[config.mk]
export PLATFORM = sky130hd
export DESIGN_NAME = motion_zone_tracker
export DESIGN_NICKNAME = d
export VERILOG_FILES = /design/src/rtl/motion_zone_pkg.sv /design/src/rtl/zone_argmax_scan.sv /design/src/rtl/motion_zone_tracker.sv
export SDC_FILE = /design/constraint.sdc
export NUM_CORES = 1
export LEC_CHECK = 0
export BUFFER_PORTS_ARGS = -buffer_cell sky130_fd_sc_hd__buf_2
export CAP_MARGIN = 20
export CORE_ASPECT_RATIO = 2
export CORE_MARGIN = 1
export CORE_UTILIZATION = 60
export DETAILED_ROUTE_END_ITERATION = 16
export PLACE_DENSITY = 0.78
export SKIP_LAST_GASP = 1
export SYNTH_ARGS = -nofsm -noshare
export SYNTH_HDL_FRONTEND = slang
export SYNTH_HIERARCHICAL = 1
export SYNTH_SLANG_ARGS = --single-unit
[constraint.sdc]
create_clock -name iCLK -period 8.9 [get_ports iCLK]
set_input_delay 1.78 -clock iCLK [delete_from_list [all_inputs] [get_ports iCLK]]
set_output_delay 1.78 -clock iCLK [all_outputs]
set_load 0.02 [all_outputs]
[src/rtl/motion_zone_pkg.sv]
// Shared types, helpers and reference VGA timing for the motion zone tracker.
package motion_zone_pkg;

  typedef enum logic [1:0] {
    ST_IDLE,
    ST_ACCUM,
    ST_SCAN,
    ST_DECIDE
  } zone_state_t;

  // Ceiling log2; returns 0 for inputs of 0 or 1.
  function automatic int clog2(input int value);
    int result;
    result = 0;
    for (int v = value - 1; v > 0; v = v >> 1) begin
      result++;
    end
    return result;
  endfunction

  localparam int VGA800_H_START = 216;
  localparam int VGA800_V_START = 27;
  localparam int VGA800_H_ACT   = 800;
  localparam int VGA800_V_ACT   = 600;

  localparam int VGA640_H_START = 144;
  localparam int VGA640_V_START = 35;
  localparam int VGA640_H_ACT   = 640;
  localparam int VGA640_V_ACT   = 480;

endpackage

[src/rtl/zone_argmax_scan.sv]
// Sequential argmax over a flattened vector of counters, one value per cycle.
module zone_argmax_scan
  import motion_zone_pkg::*;
#(
  parameter int N_VALUES = 7,
  parameter int VAL_W    = 18,
  parameter int IDX_W    = 3
) (
  input  logic                        i_clk,
  input  logic                        i_rst_n,
  input  logic                        i_start,
  input  logic [N_VALUES*VAL_W-1:0]   i_values,
  output logic                        o_done,
  output logic [VAL_W-1:0]            o_maxVal,
  output logic [IDX_W-1:0]            o_maxIdx
);

  localparam logic [IDX_W-1:0] LAST_IDX = IDX_W'(N_VALUES - 1);

  logic [IDX_W-1:0] r_ptr;
  logic             r_busy;
  logic [VAL_W-1:0] w_cur;

  always_comb begin
    w_cur = '0;
    for (int i = 0; i < N_VALUES; i++) begin
      if (r_ptr == IDX_W'(i)) begin
        w_cur = i_values[i*VAL_W +: VAL_W];
      end
    end
  end

  // Start loads entry 0; strict greater-than keeps the lowest index on ties.
  always_ff @(posedge i_clk or negedge i_rst_n) begin
    if (!i_rst_n) begin
      r_ptr    <= '0;
      r_busy   <= 1'b0;
      o_done   <= 1'b0;
      o_maxVal <= '0;
      o_maxIdx <= '0;
    end else begin
      o_done <= 1'b0;
      if (i_start) begin
        o_maxVal <= i_values[VAL_W-1:0];
        o_maxIdx <= '0;
        r_ptr    <= IDX_W'(1);
        r_busy   <= 1'b1;
      end else if (r_busy) begin
        if (w_cur > o_maxVal) begin
          o_maxVal <= w_cur;
          o_maxIdx <= r_ptr;
        end
        if (r_ptr == LAST_IDX) begin
          r_busy <= 1'b0;
          o_done <= 1'b1;
        end else begin
          r_ptr <= r_ptr + 1'b1;
        end
      end
    end
  end

endmodule

[src/rtl/motion_zone_tracker.sv]
// Per-frame strip histogram of bright pixels, argmax winner and multi-frame debounce.
module motion_zone_tracker
  import motion_zone_pkg::*;
#(
  parameter int H_START      = VGA800_H_START,
  parameter int V_START      = VGA800_V_START,
  parameter int H_ACT        = VGA800_H_ACT,
  parameter int V_ACT        = VGA800_V_ACT,
  parameter int N_ZONES      = 7,
  parameter int COLOR_THRESH = 200,
  parameter int MIN_PIXELS   = 600,
  parameter int HOLD_FRAMES  = 3,
  parameter int CNT_W        = 18
) (
  input  logic                             iCLK,
  input  logic                             iRST_N,
  input  logic [12:0]                      iH_Cont,
  input  logic [12:0]                      iV_Cont,
  input  logic [9:0]                       iColorVal,
  output logic [clog2(N_ZONES+1)-1:0]      oDirection,
  output logic                             oValid,
  output logic [clog2(N_ZONES+1)-1:0]      oCandidate,
  output logic [CNT_W-1:0]                 oPeakCount
);

  localparam int ZW     = clog2(N_ZONES + 1);
  localparam int ZONE_W = H_ACT / N_ZONES;
  localparam int HOLD_W = clog2(HOLD_FRAMES + 1);

  localparam logic [ZW-1:0]     NONE      = ZW'(N_ZONES);
  localparam logic [ZW-1:0]     LAST_ZONE = ZW'(N_ZONES - 1);
  localparam logic [12:0]       COL_LAST  = 13'(ZONE_W - 1);
  localparam logic [13:0]       H_FIRST   = 14'(H_START);
  localparam logic [13:0]       H_END     = 14'(H_START + H_ACT);
  localparam logic [13:0]       H_LAST    = 14'(H_START + H_ACT - 1);
  localparam logic [13:0]       V_FIRST   = 14'(V_START);
  localparam logic [13:0]       V_END     = 14'(V_START + V_ACT);
  localparam logic [13:0]       V_LAST    = 14'(V_START + V_ACT - 1);
  localparam logic [10:0]       THRESH    = 11'(COLOR_THRESH);
  localparam logic [31:0]       MIN_P     = 32'(MIN_PIXELS);
  localparam logic [HOLD_W-1:0] HOLD_MAX  = HOLD_W'(HOLD_FRAMES);

  zone_state_t       r_state;
  logic [CNT_W-1:0]  r_zoneCnt [N_ZONES];
  logic [ZW-1:0]     r_zone;
  logic [12:0]       r_col;
  logic              r_scanStart;
  logic [HOLD_W-1:0] r_hold;
  logic [ZW-1:0]     r_lastCand;

  logic [13:0]              w_h;
  logic [13:0]              w_v;
  logic                     w_vInside;
  logic                     w_active;
  logic                     w_hit;
  logic                     w_frameStart;
  logic                     w_lastPixel;
  logic [ZW-1:0]            w_zone;
  logic [12:0]              w_col;
  logic [ZW-1:0]            w_zoneNext;
  logic [12:0]              w_colNext;
  logic [N_ZONES*CNT_W-1:0] w_cntFlat;
  logic                     w_scanDone;
  logic [CNT_W-1:0]         w_maxVal;
  logic [ZW-1:0]            w_maxIdx;
  logic [ZW-1:0]            w_cand;
  logic [HOLD_W-1:0]        w_holdNext;

  assign w_h          = {1'b0, iH_Cont};
  assign w_v          = {1'b0, iV_Cont};
  assign w_vInside    = (w_v >= V_FIRST) && (w_v < V_END);
  assign w_active     = w_vInside && (w_h >= H_FIRST) && (w_h < H_END);
  assign w_hit        = w_active && ({1'b0, iColorVal} > THRESH);
  assign w_frameStart = (w_h == H_FIRST) && (w_v == V_FIRST);
  assign w_lastPixel  = (w_h == H_LAST) && (w_v == V_LAST);

  // Column counter restarts at H_START; the last zone never advances so it soaks up remainder columns.
  always_comb begin
    if (w_h == H_FIRST) begin
      w_zone = '0;
      w_col  = '0;
    end else begin
      w_zone = r_zone;
      w_col  = r_col;
    end
    w_zoneNext = w_zone;
    w_colNext  = w_col;
    if (w_zone != LAST_ZONE) begin
      if (w_col == COL_LAST) begin
        w_zoneNext = w_zone + 1'b1;
        w_colNext  = '0;
      end else begin
        w_colNext = w_col + 1'b1;
      end
    end
  end

  for (genvar g = 0; g < N_ZONES; g++) begin : g_flat
    assign w_cntFlat[g*CNT_W +: CNT_W] = r_zoneCnt[g];
  end

  zone_argmax_scan #(
    .N_VALUES (N_ZONES),
    .VAL_W    (CNT_W),
    .IDX_W    (ZW)
  ) u_scan (
    .i_clk    (iCLK),
    .i_rst_n  (iRST_N),
    .i_start  (r_scanStart),
    .i_values (w_cntFlat),
    .o_done   (w_scanDone),
    .o_maxVal (w_maxVal),
    .o_maxIdx (w_maxIdx)
  );

  always_comb begin
    w_cand = (32'(w_maxVal) >= MIN_P) ? w_maxIdx : NONE;
    if (w_cand == r_lastCand) begin
      w_holdNext = (r_hold >= HOLD_MAX) ? HOLD_MAX : r_hold + 1'b1;
    end else begin
      w_holdNext = HOLD_W'(1);
    end
  end

  always_ff @(posedge iCLK or negedge iRST_N) begin
    if (!iRST_N) begin
      r_state     <= ST_IDLE;
      r_zone      <= '0;
      r_col       <= '0;
      r_scanStart <= 1'b0;
      r_hold      <= '0;
      r_lastCand  <= NONE;
      oDirection  <= NONE;
      oCandidate  <= NONE;
      oValid      <= 1'b0;
      oPeakCount  <= '0;
      for (int z = 0; z < N_ZONES; z++) begin
        r_zoneCnt[z] <= '0;
      end
    end else begin
      r_zone      <= w_zoneNext;
      r_col       <= w_colNext;
      r_scanStart <= 1'b0;
      oValid      <= 1'b0;
      case (r_state)
        ST_IDLE: begin
          if (w_frameStart) begin
            for (int z = 0; z < N_ZONES; z++) begin
              r_zoneCnt[z] <= (w_hit && (w_zone == ZW'(z))) ? CNT_W'(1) : '0;
            end
            r_state <= ST_ACCUM;
          end
        end
        ST_ACCUM: begin
          for (int z = 0; z < N_ZONES; z++) begin
            if (w_hit && (w_zone == ZW'(z)) && (r_zoneCnt[z] != '1)) begin
              r_zoneCnt[z] <= r_zoneCnt[z] + 1'b1;
            end
          end
          if (w_lastPixel) begin
            r_state     <= ST_SCAN;
            r_scanStart <= 1'b1;
          end else if (!w_vInside) begin
            r_state <= ST_IDLE;
          end
        end
        ST_SCAN: begin
          if (w_scanDone) begin
            r_state <= ST_DECIDE;
          end
        end
        ST_DECIDE: begin
          r_hold     <= w_holdNext;
          r_lastCand <= w_cand;
          if (w_holdNext >= HOLD_MAX) begin
            oDirection <= w_cand;
          end
          oCandidate <= w_cand;
          oPeakCount <= (w_cand == NONE) ? '0 : w_maxVal;
          oValid     <= 1'b1;
          r_state    <= ST_IDLE;
        end
        default: r_state <= ST_IDLE;
      endcase
    end
  end

endmodule

==> impl_metrics.csv, run 1 <==
group,metric,value,unit
floorplan,fp.dieH,210.8,um
cts,postCtsHoldBufs,0,
timing,drv_slew,0,
synthesis,netlist_instances,1492,
synthesis,synth_top_family_by_area,"compound AO/OA/AOI/OAI gates",
cts,htree_levels,4,
routing,drtIter0Drc,1379,
cts,cts_resized,0,
timing,worstMarginPinSlew,1.095,ns
synthesis,synth-simple-area-share,23.87,%
cts,cts_setup_buffers,0,
global_route,first_global_vias,12357,
cts,cts_tree,"built",
synthesis,synthXorXnorAreaFrac,0.7363,%
timing,min_period_over_period,60.61,%
place,post-dp-hpwl,31200,um
power_and_ir_drop,powerDensity,136.1,nW/um^2
synthesis,synth_area,13080,sq um
global_route,grt_overflow,0,
final_layout,multi_input_area,7487,sq um
synthesis,syn_nets,1567,
power_and_ir_drop,power_leakage,5.801,nW
routing,wl_per_cell,24.48,um
synthesis,yosysWarnings,6,
final_layout,synthToLayoutAreaGrowth,7.899,%
global_route,use_met2,66.59,%
run,cap_violations,0,
worst_setup_path,reg2regPathDepth,12,
timing,final_hold_viol_count,0,
floorplan,die_area,22440,sq um
synthesis,ys.flop_type,"dfrtp_1",
synthesis,synth_mux_area_share,1.033,%
final_layout,drive_above_1_share,11.95,%
global_route,grt_pass1_wl,67650,um
timing,setup_viol,0,
worst_setup_path,crit_arrival,5.79,ns
place,dp_slack,3.444,ns
cts,clk_latency,0.47,ns
synthesis,yosysSeqAreaShare,37.93,%
routing,avgViaCountPerCell,7.210,
global_route,grt_max_degree,73,
routing,wirelength,43770,um
power_and_ir_drop,peakVddDrop,0.0001591,V
synthesis,synthAdderAreaFrac,3.538,%
floorplan,chipWidth,106.4,um
global_route,gr-usage-met1,42.44,%
worst_setup_path,worst_setup_path_start_kind,"register",
global_route,antenna_found_initial,1,
synthesis,synth-compound-area-share,27.97,%
routing,drc,0,
timing,fin_setup_tns,0,ns
global_route,grt_usage,39.71,%
floorplan,core-area,21490,sq um
global_route,grt_busiest_layer,"met2",
global_route,met3_usage,8.331,%
final_layout,final_cell_mix,"dfrtp_1, nand2_1, nor2_1",
floorplan,start_util,60.88,%
routing,via_count,12891,
cts,cts_sinks,198,
floorplan,pin_count,63,
place,gp_congestion,1.008,
final_layout,diodes,0,
synthesis,synth_top_cell_by_area,"dfrtp_1",
run_status,status,"completed",
timing,fmaxAchievable,185.4,MHz
synthesis,synthTopCellsByArea,"dfrtp_1, nand2_1, ha_1, a221o_1, nand3_1",
timing,grt_setup_unrepaired,"no",
routing,ant_nets,0,
cts,clkTransAtPathRegs,0.07,ns
timing,finClkSkew,0.01045,ns
timing,min_period,5.394,ns
final_layout,layout_commonest_cell,"dfrtp_1",
timing,slew_headroom,26.75,%
cts,cts-buffers-inserted,17,
synthesis,synth_cell_types,90,
place,numPortBuffers,62,
cts,cts_max_path_buffers,2,
routing,dr.pass1.iters,6,
worst_setup_path,timing_worst_setup_path_type,"reg -> reg",
synthesis,ys_ff_latch,198,
synthesis,synthArstFlopShare,100.0,%
synthesis,synth_area_per_cell,8.769,sq um
floorplan,rows,76,
worst_setup_path,cp_max_fo,35,
final_layout,nets,1577,
worst_setup_path,crit_required,9.30,ns
timing,setup_ws,3.506,ns
final_layout,ff_latch_area,4964,sq um
synthesis,synth-edff-count,0,
min_path,hold_class,"reg -> reg",
worst_setup_path,worstSetupEndpointType,"register",
final_layout,fillCellCount,1877,
cts,clock-root-buffer,"clkbuf_16",
min_path,whs_path_depth,2,
synthesis,synth_top_area_share,36.72,%
==> Yosys cell counts (all sizes together) (15+ instances only) <==
cell / n
nor4: 22
nand2: 192
o211ai: 23
and2: 30
nand4: 44
o311ai: 31
o2bb2ai: 18
ha: 37
clkbuf: 69
inv: 54
a221o: 45
a21oi: 64
a31oi: 53
nand3: 78
buf: 23
nor2b: 23
o21a: 15
nor3: 41
and3: 31
o21ai: 70
or3: 16
o22ai: 21
a221oi: 17
a22o: 24
dfrtp: 192
nor2: 79
o22a: 17
==> metal layers <==
layer	vias up	part of all wire, %
li1	5776	-
met1	6193	35
met2	714	49
met3	206	7.6
met4	2	9.0
met5	-	0.030
==> final cells by class <==
class | instances | area share, %
Clock inverter | 13 | 1.196
Timing Repair Buffer | 83 | 3.483
Multi-Input combinational cell | 1146 | 53.04
Tap cell | 273 | 2.420
Inverter | 56 | 1.498
Clock buffer | 19 | 3.208
Sequential cell | 198 | 35.16
==> sequential cells by signal, indices dropped and copies added (netlist names), named ones only <==
| signal | count |
|---|---|
| oDirection | 3 |
| oPeakCount | 18 |
| oValid | 1 |
| r_col | 13 |
| r_hold | 2 |
| r_lastCand | 3 |
| r_scanStart | 1 |
| r_state | 1 |
| r_zone | 3 |
| r_zoneCnt | 126 |
| u_scan/o_done | 1 |
| u_scan/o_maxIdx | 3 |
| u_scan/o_maxVal | 18 |
| u_scan/r_busy | 1 |
| u_scan/r_ptr | 3 |
==> worst max-delay path, stage by stage, from the launching register on <==
cell      delay, ns
dfrtp_1        0.80
inv_1          0.54
ha_1           0.42
buf_8          0.19
or2_1          0.46
a221o_1        0.36
a221oi_1       0.30
a21oi_1        0.12
ha_1           0.34
nand4_1        0.13
or3_4          0.38
o41ai_4        0.99
a221o_1        0.29
==> power by group <==
part	internal [W]	switching [W]
Clock	0.000461	0.000372
Combinational	0.0000433	0.0000982
Sequential	0.000919	0.0000281
==> through the flow <==
step           total power, W  util [%]  hold slack (ns)  cells  area [sq um]
6_report             0.001922     65.69           0.4691   1788         14120
5_1_grt              0.001984     65.69           0.4902   1788         14120
4_1_cts              0.001925     65.62           0.4738   1787         14100
3_5_place_dp         0.001100     62.73           0.4623   1755         13480
3_3_place_gp         0.001096     62.62           0.4568   1753         13460
2_1_floorplan        0.001038         -           0.4639   1492         13080
==> path summary, 6_finish.rpt <==
path                                                         to                        start  slack [ns]
worst max-delay path            u_scan/o_maxVal[10]$_DFFE_PN0P_  u_scan/r_ptr[2]$_DFFE_PN0P_        3.51
worst min-delay path                  oDirection[2]$_DFFE_PN1P_    oDirection[2]$_DFFE_PN1P_        0.47
worst max register to register  u_scan/o_maxVal[10]$_DFFE_PN0P_  u_scan/r_ptr[2]$_DFFE_PN0P_        3.51
worst min register to register        oDirection[2]$_DFFE_PN1P_    oDirection[2]$_DFFE_PN1P_        0.47
max in group asynchronous                r_state[0]$_DFFE_PN0P_                       iRST_N        6.24
min in group asynchronous            r_zoneCnt[119]$_DFFE_PN0P_                       iRST_N        1.30
==> cell families (layout without fill, tap and decap cells) <==
group / count (synthesis) / after routing
DFF: 198 / 198
adders and majority gates: 37 / 37
xor gates and xnor gates: 11 / 11
AOI/OAI and AO/OA: 482 / 482
and+or+nand+nor: 603 / 603
buffers and inverters: 148 / 171
muxes: 13 / 13
Power figures use the tool's default switching activity.
==> run 2, diff against run 1 <==
--- a/config.mk
+++ b/config.mk
@@ -5,11 +5,12 @@
 export SDC_FILE = /design/constraint.sdc
 export NUM_CORES = 1
 export LEC_CHECK = 0
+export ABC_AREA = 1
 export BUFFER_PORTS_ARGS = -buffer_cell sky130_fd_sc_hd__buf_2
 export CAP_MARGIN = 20
 export CORE_ASPECT_RATIO = 2
 export CORE_MARGIN = 1
-export CORE_UTILIZATION = 60
+export CORE_UTILIZATION = 57
 export DETAILED_ROUTE_END_ITERATION = 16
 export PLACE_DENSITY = 0.78
 export SKIP_LAST_GASP = 1
==> constraint.sdc (replaced) <==
create_clock -name iCLK -period 4.7 [get_ports iCLK]
set_input_delay 0.94 -clock iCLK [delete_from_list [all_inputs] [get_ports iCLK]]
set_output_delay 0.94 -clock iCLK [all_outputs]
set_load 0.02 [all_outputs]
==> run 2 against run 1 <==
Against the previous run:
- synthesized cell count is 51% higher
- via count up 17%
- die area up 18%
- critical path depth is 10 higher
- sequential power grew 86%
- hold slack worse by 0.0098 ns
- largest cell class unchanged
==> impl_metrics.csv, run 2 <==
group,metric,value,unit
run,cap_violations,0,
final_layout,drive_above_1_share,9.297,%
cts,clkTransAtPathRegs,0.07,ns
final_layout,final_cell_mix,"nand2_1, nand3_1, inv_1",
timing,finClkSkew,0.01304,ns
worst_setup_path,crit_required,5.06,ns
routing,drtIter0Drc,1182,
floorplan,pin_count,63,
timing,final_hold_viol_count,0,
timing,setup_viol,0,
power_and_ir_drop,powerDensity,220.6,nW/um^2
worst_setup_path,reg2regPathDepth,22,
cts,cts-buffers-inserted,17,
synthesis,ys.flop_type,"dfrtp_1",
routing,drc,0,
timing,grt_setup_unrepaired,"no",
synthesis,synth-edff-count,0,
worst_setup_path,cp_max_fo,14,
place,gp_congestion,1.024,
worst_setup_path,r2r_end,"u_scan/o_maxVal[16]$_DFFE_PN0P_",
cts,cts_resized,0,
routing,ant_nets,0,
final_layout,top_register,"r_zoneCnt",
floorplan,chipWidth,115.6,um
synthesis,yosysSeqAreaShare,33.71,%
final_layout,synthToLayoutAreaGrowth,6.596,%
final_layout,multi_input_area,8342,sq um
timing,slew_headroom,34.04,%
synthesis,ys_ff_latch,198,
routing,wirelength,44460,um
synthesis,synth_top_area_share,32.64,%
synthesis,synth.most_common_cell,"nand2_1",
power_and_ir_drop,power_leakage,7.912,nW
global_route,grt_pass1_wl,71150,um
final_layout,fillCellCount,2440,
worst_setup_path,timing_worst_setup_path_type,"reg -> reg",
floorplan,start_util,58.32,%
floorplan,die_area,26510,sq um
cts,cts_max_path_buffers,2,
cts,clk_latency,0.47,ns
synthesis,synth_cell_types,48,
synthesis,netlist_top_cells_count,"nand2_1, nand3_1, inv_1, nor2_1, dfrtp_1",
worst_setup_path,reg2reg_slack,0.73,ns
place,post-dp-hpwl,32790,um
synthesis,synthTopCellsByArea,"dfrtp_1, nand2_1, nand3_1, inv_1, nor2_1",
cts,cts_sinks,198,
synthesis,synthArstFlopShare,100.0,%
power_and_ir_drop,total_power,0.003462,W
final_layout,layoutNonFillerInstCount,2627,
place,dp_cells,2595,
timing,min_period_over_period,84.42,%
cts,postCtsHoldBufs,0,
routing,dr.pass1.iters,8,
timing,hold_slack,0.4593,ns
global_route,first_global_vias,14332,
routing,via_count,15139,
floorplan,fp.dieH,229.3,um
synthesis,synth_top_cell_by_area,"dfrtp_1",
worst_setup_path,worst_setup_path_start_kind,"register",
power_and_ir_drop,peakVddDrop,0.0002399,V
synthesis,netlist_instances,2259,
timing,setup_ws,0.7325,ns
floorplan,rows,82,
run_status,status,"completed",
timing,fmaxAchievable,252.0,MHz
final_layout,nets,2353,
final_layout,diodes,0,
worst_setup_path,endpoint,"u_scan/o_maxVal[16]$_DFFE_PN0P_",
floorplan,core-area,25240,sq um
cts,cts_setup_buffers,0,
final_layout,largest_registers,"r_zoneCnt (126), oPeakCount (18), u_scan/o_maxVal (18)",
routing,avgViaCountPerCell,5.763,
worst_setup_path,reg2reg_from,"u_scan/r_ptr[1]$_DFFE_PN0P_",
global_route,grt_max_degree,87,
global_route,antenna_found_initial,0,
worst_setup_path,worstSetupEndpointType,"register",
worst_setup_path,setup.worst_path.start,"u_scan/r_ptr[1]$_DFFE_PN0P_",
global_route,grt_overflow,0,
synthesis,yosysWarnings,6,
place,dp_slack,0.9115,ns
final_layout,largest_register_ffs,126,
cts,htree_levels,4,
min_path,hold_class,"reg -> reg",
cts,cts_tree,"built",
worst_setup_path,crit_arrival,4.32,ns
synthesis,synth_area_per_cell,6.516,sq um
timing,drv_slew,0,
synthesis,synth_area,14720,sq um
timing,min_period,3.968,ns
routing,wl_per_cell,16.93,um
timing,worstMarginPinSlew,0.9880,ns
timing,fin_setup_tns,0,ns
place,numPortBuffers,62,
global_route,grt_usage,34.64,%
synthesis,syn_nets,2334,
final_layout,ff_latch_area,4962,sq um
final_layout,layout_commonest_cell,"nand2_1",
cts,clock-root-buffer,"clkbuf_16",
[run 2: cell count changes after synthesis, sizes merged, moves of 31 or more]
cell	before	now
a31oi	53	13
nor2	79	243
and3	31	0
o311ai	31	0
clkbuf	69	22
a221o	45	0
buf	23	58
nand2	192	750
or2	5	46
inv	54	247
nand3	78	336
[run 2: worst min-delay path by stage]
stage,startpoint,endpoint,slack [ns],cells after the start
4_1_cts,oDirection[1]$_DFFE_PN1P_,oDirection[1]$_DFFE_PN1P_,0.46,2
2_1_floorplan,u_scan/o_done$_DFF_PN0_,r_state[0]$_DFFE_PN0P_,0.46,2
3_3_place_gp,oDirection[2]$_DFFE_PN1P_,oDirection[2]$_DFFE_PN1P_,0.45,2
5_1_grt,oDirection[1]$_DFFE_PN1P_,oDirection[1]$_DFFE_PN1P_,0.47,2
3_5_place_dp,oDirection[1]$_DFFE_PN1P_,oDirection[1]$_DFFE_PN1P_,0.45,2
6_report,oDirection[1]$_DFFE_PN1P_,oDirection[1]$_DFFE_PN1P_,0.46,2
[run 2: through the flow]
step / utilization [%] / area (sq um)
3_3_place_gp: 59.98 / 15140
6_report: 62.17 / 15690
4_1_cts: 62.17 / 15690
2_1_floorplan: - / 14720
3_5_place_dp: 59.98 / 15140
5_1_grt: 62.17 / 15690
[run 2: report_power, final]
part | leakage, nW | switching [W] | total (W) | internal, W
Sequential | 2.66 | 0.0000224 | 0.00176 | 0.00174
Combinational | 4.98 | 0.000201 | 0.000287 | 0.0000868
Clock | 0.272 | 0.000672 | 0.00142 | 0.000743
[run 2: area by class of cell]
type / count / area share (%)
Clock buffer: 24 / 3.198
Inverter: 248 / 5.965
Multi-Input combinational cell: 1733 / 53.17
Sequential cell: 198 / 31.63
Timing Repair Buffer: 80 / 3.054
Clock inverter: 8 / 0.3110
Tap cell: 336 / 2.679
[run 2: kinds of logic (layout without fill, tap and decap cells)]
group                      after synthesis  after routing  share of synthesized area, %
and+or+nand+nor                       1508           1508                         45.40
buffers and inverters                  328            360                         9.665
AOI/OAI and AO/OA                      150            150                         5.814
DFF                                    198            198                         33.71
adders and majority gates               37             37                         3.145
xor gates and xnor gates                38             38                         2.261
[run 2: critical path, stage by stage (launching register included)]
cell and delay (ns):
dfrtp_1 0.42, inv_1 0.13, ha_1 0.47, inv_2 0.17
nor2_2 0.28, nand2_1 0.12, nand3_1 0.19, nand2_1 0.11
nand3_1 0.08, nand3_1 0.11, a21boi_0 0.20, ha_1 0.17
nand2_1 0.07, nor2_1 0.21, nand2_1 0.09, nor2_1 0.09
o21ai_1 0.09, nand3_2 0.12, nand3_2 0.24, inv_2 0.29
nand2_1 0.10, nand2_1 0.09, nor2_2 0.04
[run 2: per-layer routing]
metal	track usage (%)	share of wire [%]	vias to the layer above
li1	-	-	7292
met1	35.34	35	6988
met2	60.95	51	648
met3	6.166	5.9	211
met4	26.84	8.4	0
met5	0	0	-
==> run 3, diff against run 2 <==
==> constraint.sdc (replaced) <==
create_clock -name iCLK -period 3.5 [get_ports iCLK]
set_input_delay 0.7 -clock iCLK [delete_from_list [all_inputs] [get_ports iCLK]]
set_output_delay 0.7 -clock iCLK [all_outputs]
set_load 0.02 [all_outputs]
==> run 3 against run 2 <==
Against the previous run:
- sequential power grew 34%
- clock power grew 43%
- cell count grew 1.1%
- non-clock buffer count grew 27
- sequential share of layout area shrank 0.70 points
- die area is the same
- routed wire length shrank 0.74%
- final area grew 2.3%
- largest power group unchanged
==> impl_metrics.csv, run 3 (synthesis gave the netlist of run 2 again) <==
group,metric,value,unit
routing,dr.pass1.iters,6,
cts,cts_max_path_buffers,2,
final_layout,drive_above_1_share,10.61,%
cts,htree_levels,4,
worst_setup_path,reg2reg_slack,0.16,ns
floorplan,chipWidth,115.6,um
timing,drv_slew,0,
timing,min_period_over_period,95.55,%
global_route,first_global_vias,14545,
final_layout,top_register,"r_zoneCnt",
global_route,antenna_found_initial,0,
floorplan,rows,82,
min_path,hold_class,"in -> async",
final_layout,diodes,0,
floorplan,core-area,25240,sq um
routing,drtIter0Drc,1030,
timing,fin_setup_tns,0,ns
worst_setup_path,worstSetupEndpointType,"register",
timing,final_hold_viol_count,0,
final_layout,final_cell_mix,"nand2_1, nand3_1, inv_1",
timing,finClkSkew,0.01022,ns
cts,clk_latency,0.46,ns
final_layout,fin_area,16050,sq um
worst_setup_path,crit_arrival,3.69,ns
global_route,grt_pass1_wl,71840,um
cts,postCtsHoldBufs,0,
worst_setup_path,cp_max_fo,18,
worst_setup_path,path_cells,"ha_1, ha_1, inv_4, o21ai_0, inv_1, nand2_1, nand3_1, nand3_1, a21boi_0, ha_1, nand2_1, nor2_1, nand2_1, nor2_1, a21oi_2, buf_4, nand2_8, buf_4, o31ai_2",
timing,slew_headroom,47.03,%
floorplan,pin_count,63,
global_route,grt_max_degree,67,
worst_setup_path,worst_path_max_delay_cell,"dfrtp_1",
global_route,grt_overflow,0,
place,gp_congestion,0.9979,
worst_setup_path,cp.buffers_inverters,4,
routing,ant_nets,0,
floorplan,fp.dieH,229.3,um
worst_setup_path,reg2regPathDepth,19,
place,numPortBuffers,62,
worst_setup_path,max_stage_delay,0.44,ns
cts,cts_tree,"built",
routing,drc,0,
power_and_ir_drop,power_leakage,8.095,nW
final_layout,layoutNonFillerInstCount,2655,
place,dp_cells,2610,
cts,cts-buffers-inserted,17,
routing,avgViaCountPerCell,5.713,
cts,clock-root-buffer,"clkbuf_16",
floorplan,die_area,26510,sq um
worst_setup_path,reg2reg_from,"u_scan/r_ptr[0]$_DFFE_PN0P_",
worst_setup_path,crit_required,3.85,ns
timing,hold_slack,0.2280,ns
worst_setup_path,worst_setup_path_start_kind,"register",
run,cap_violations,0,
place,placed_area,15290,sq um
run_status,status,"completed",
power_and_ir_drop,peakVddDrop,0.0003264,V
routing,via_count,15169,
power_and_ir_drop,powerDensity,297.9,nW/um^2
cts,cts_sinks,198,
worst_setup_path,timing_worst_setup_path_type,"reg -> reg",
worst_setup_path,r2r_end,"u_scan/o_maxIdx[0]$_DFFE_PN0P_",
place,post-dp-hpwl,32750,um
cts,clkTransAtPathRegs,0.07,ns
final_layout,largest_registers,"r_zoneCnt (126), oPeakCount (18), u_scan/o_maxVal (18)",
worst_setup_path,crit_family,"adder cells",
routing,wirelength,44140,um
routing,wl_per_cell,16.62,um
final_layout,nets,2381,
timing,setup_viol,0,
final_layout,largest_register_ffs,126,
global_route,grt_usage,34.80,%
final_layout,layout_commonest_cell,"nand2_1",
timing,min_period,3.344,ns
final_layout,synthToLayoutAreaGrowth,9.019,%
floorplan,start_util,58.32,%
timing,fmaxAchievable,299.0,MHz
timing,worstMarginPinSlew,0.7946,ns
[run 3: where the power goes]
part | internal [W] | total (W) | leakage, nW | switching, W
Combinational | 0.000124 | 0.000392 | 5.14 | 0.000267
Sequential | 0.00233 | 0.00236 | 2.66 | 0.0000319
Clock | 0.00112 | 0.00203 | 0.290 | 0.000905
Total | 0.00358 | 0.00478 | 8.10 | 0.00120
[run 3: worst max path at each step]
stage                                      from  cells after the start                         endpoint  slack [ns]
global route        u_scan/r_ptr[0]$_DFFE_PN0P_                     24  u_scan/o_maxVal[15]$_DFFE_PN0P_       -0.06
floorplan           u_scan/r_ptr[2]$_DFFE_PN0P_                     26  u_scan/o_maxVal[14]$_DFFE_PN0P_        0.51
detailed placement  u_scan/r_ptr[0]$_DFFE_PN0P_                     19  u_scan/o_maxVal[16]$_DFFE_PN0P_        0.12
finish              u_scan/r_ptr[0]$_DFFE_PN0P_                     19   u_scan/o_maxIdx[0]$_DFFE_PN0P_        0.16
CTS                 u_scan/r_ptr[0]$_DFFE_PN0P_                     19  u_scan/o_maxVal[16]$_DFFE_PN0P_         0.1
global placement    u_scan/r_ptr[0]$_DFFE_PN0P_                     19  u_scan/o_maxVal[16]$_DFFE_PN0P_        0.25
[run 3: per-stage QoR]
stage / total power [W] / setup WS [ns] / util, %
after floorplan: 0.002633 / 0.5081 / -
after global placement: 0.002784 / 0.2457 / 60.58
after detailed placement: 0.002800 / 0.1191 / 60.58
after CTS: 0.004805 / 0.09689 / 62.92
after global routing: 0.004951 / -0.05958 / 63.58
final: 0.004780 / 0.1559 / 63.58
[run 3: area by class of cell]
cell class | instances | area (sq um)
sequential | 198 | 4962
clock inverter | 13 | 157.7
timing repair buffer | 107 | 739.5
tap | 336 | 420.4
clock buffer | 19 | 432.9
inverter | 248 | 935.9
multi-input combinational | 1734 | 8398
fill | 2430 | 9193
[run 3: what timing repair did]
item,CTS,global route
setup endpoints to repair,0,21
setup buffers,0,12
gates resized for setup,0,14
[run 3: routing by layer]
layer	global-route usage, %	part of all wire (%)
met5	0	0
met1	36.53	36
met2	62.44	52
met4	23.96	6.9
met3	4.869	4.6
[run 3: worst reg2reg max path: stages, from the launching register on]
cell      delay [ns]
dfrtp_1         0.44
ha_1            0.23
ha_1            0.23
inv_4           0.16
o21ai_0         0.12
inv_1           0.07
nand2_1         0.16
nand3_1         0.12
nand3_1         0.09
a21boi_0        0.21
ha_1            0.29
nand2_1         0.10
nor2_1          0.07
nand2_1         0.06
nor2_1          0.05
a21oi_2         0.18
buf_4           0.17
nand2_8         0.07
buf_4           0.17
o31ai_2         0.26
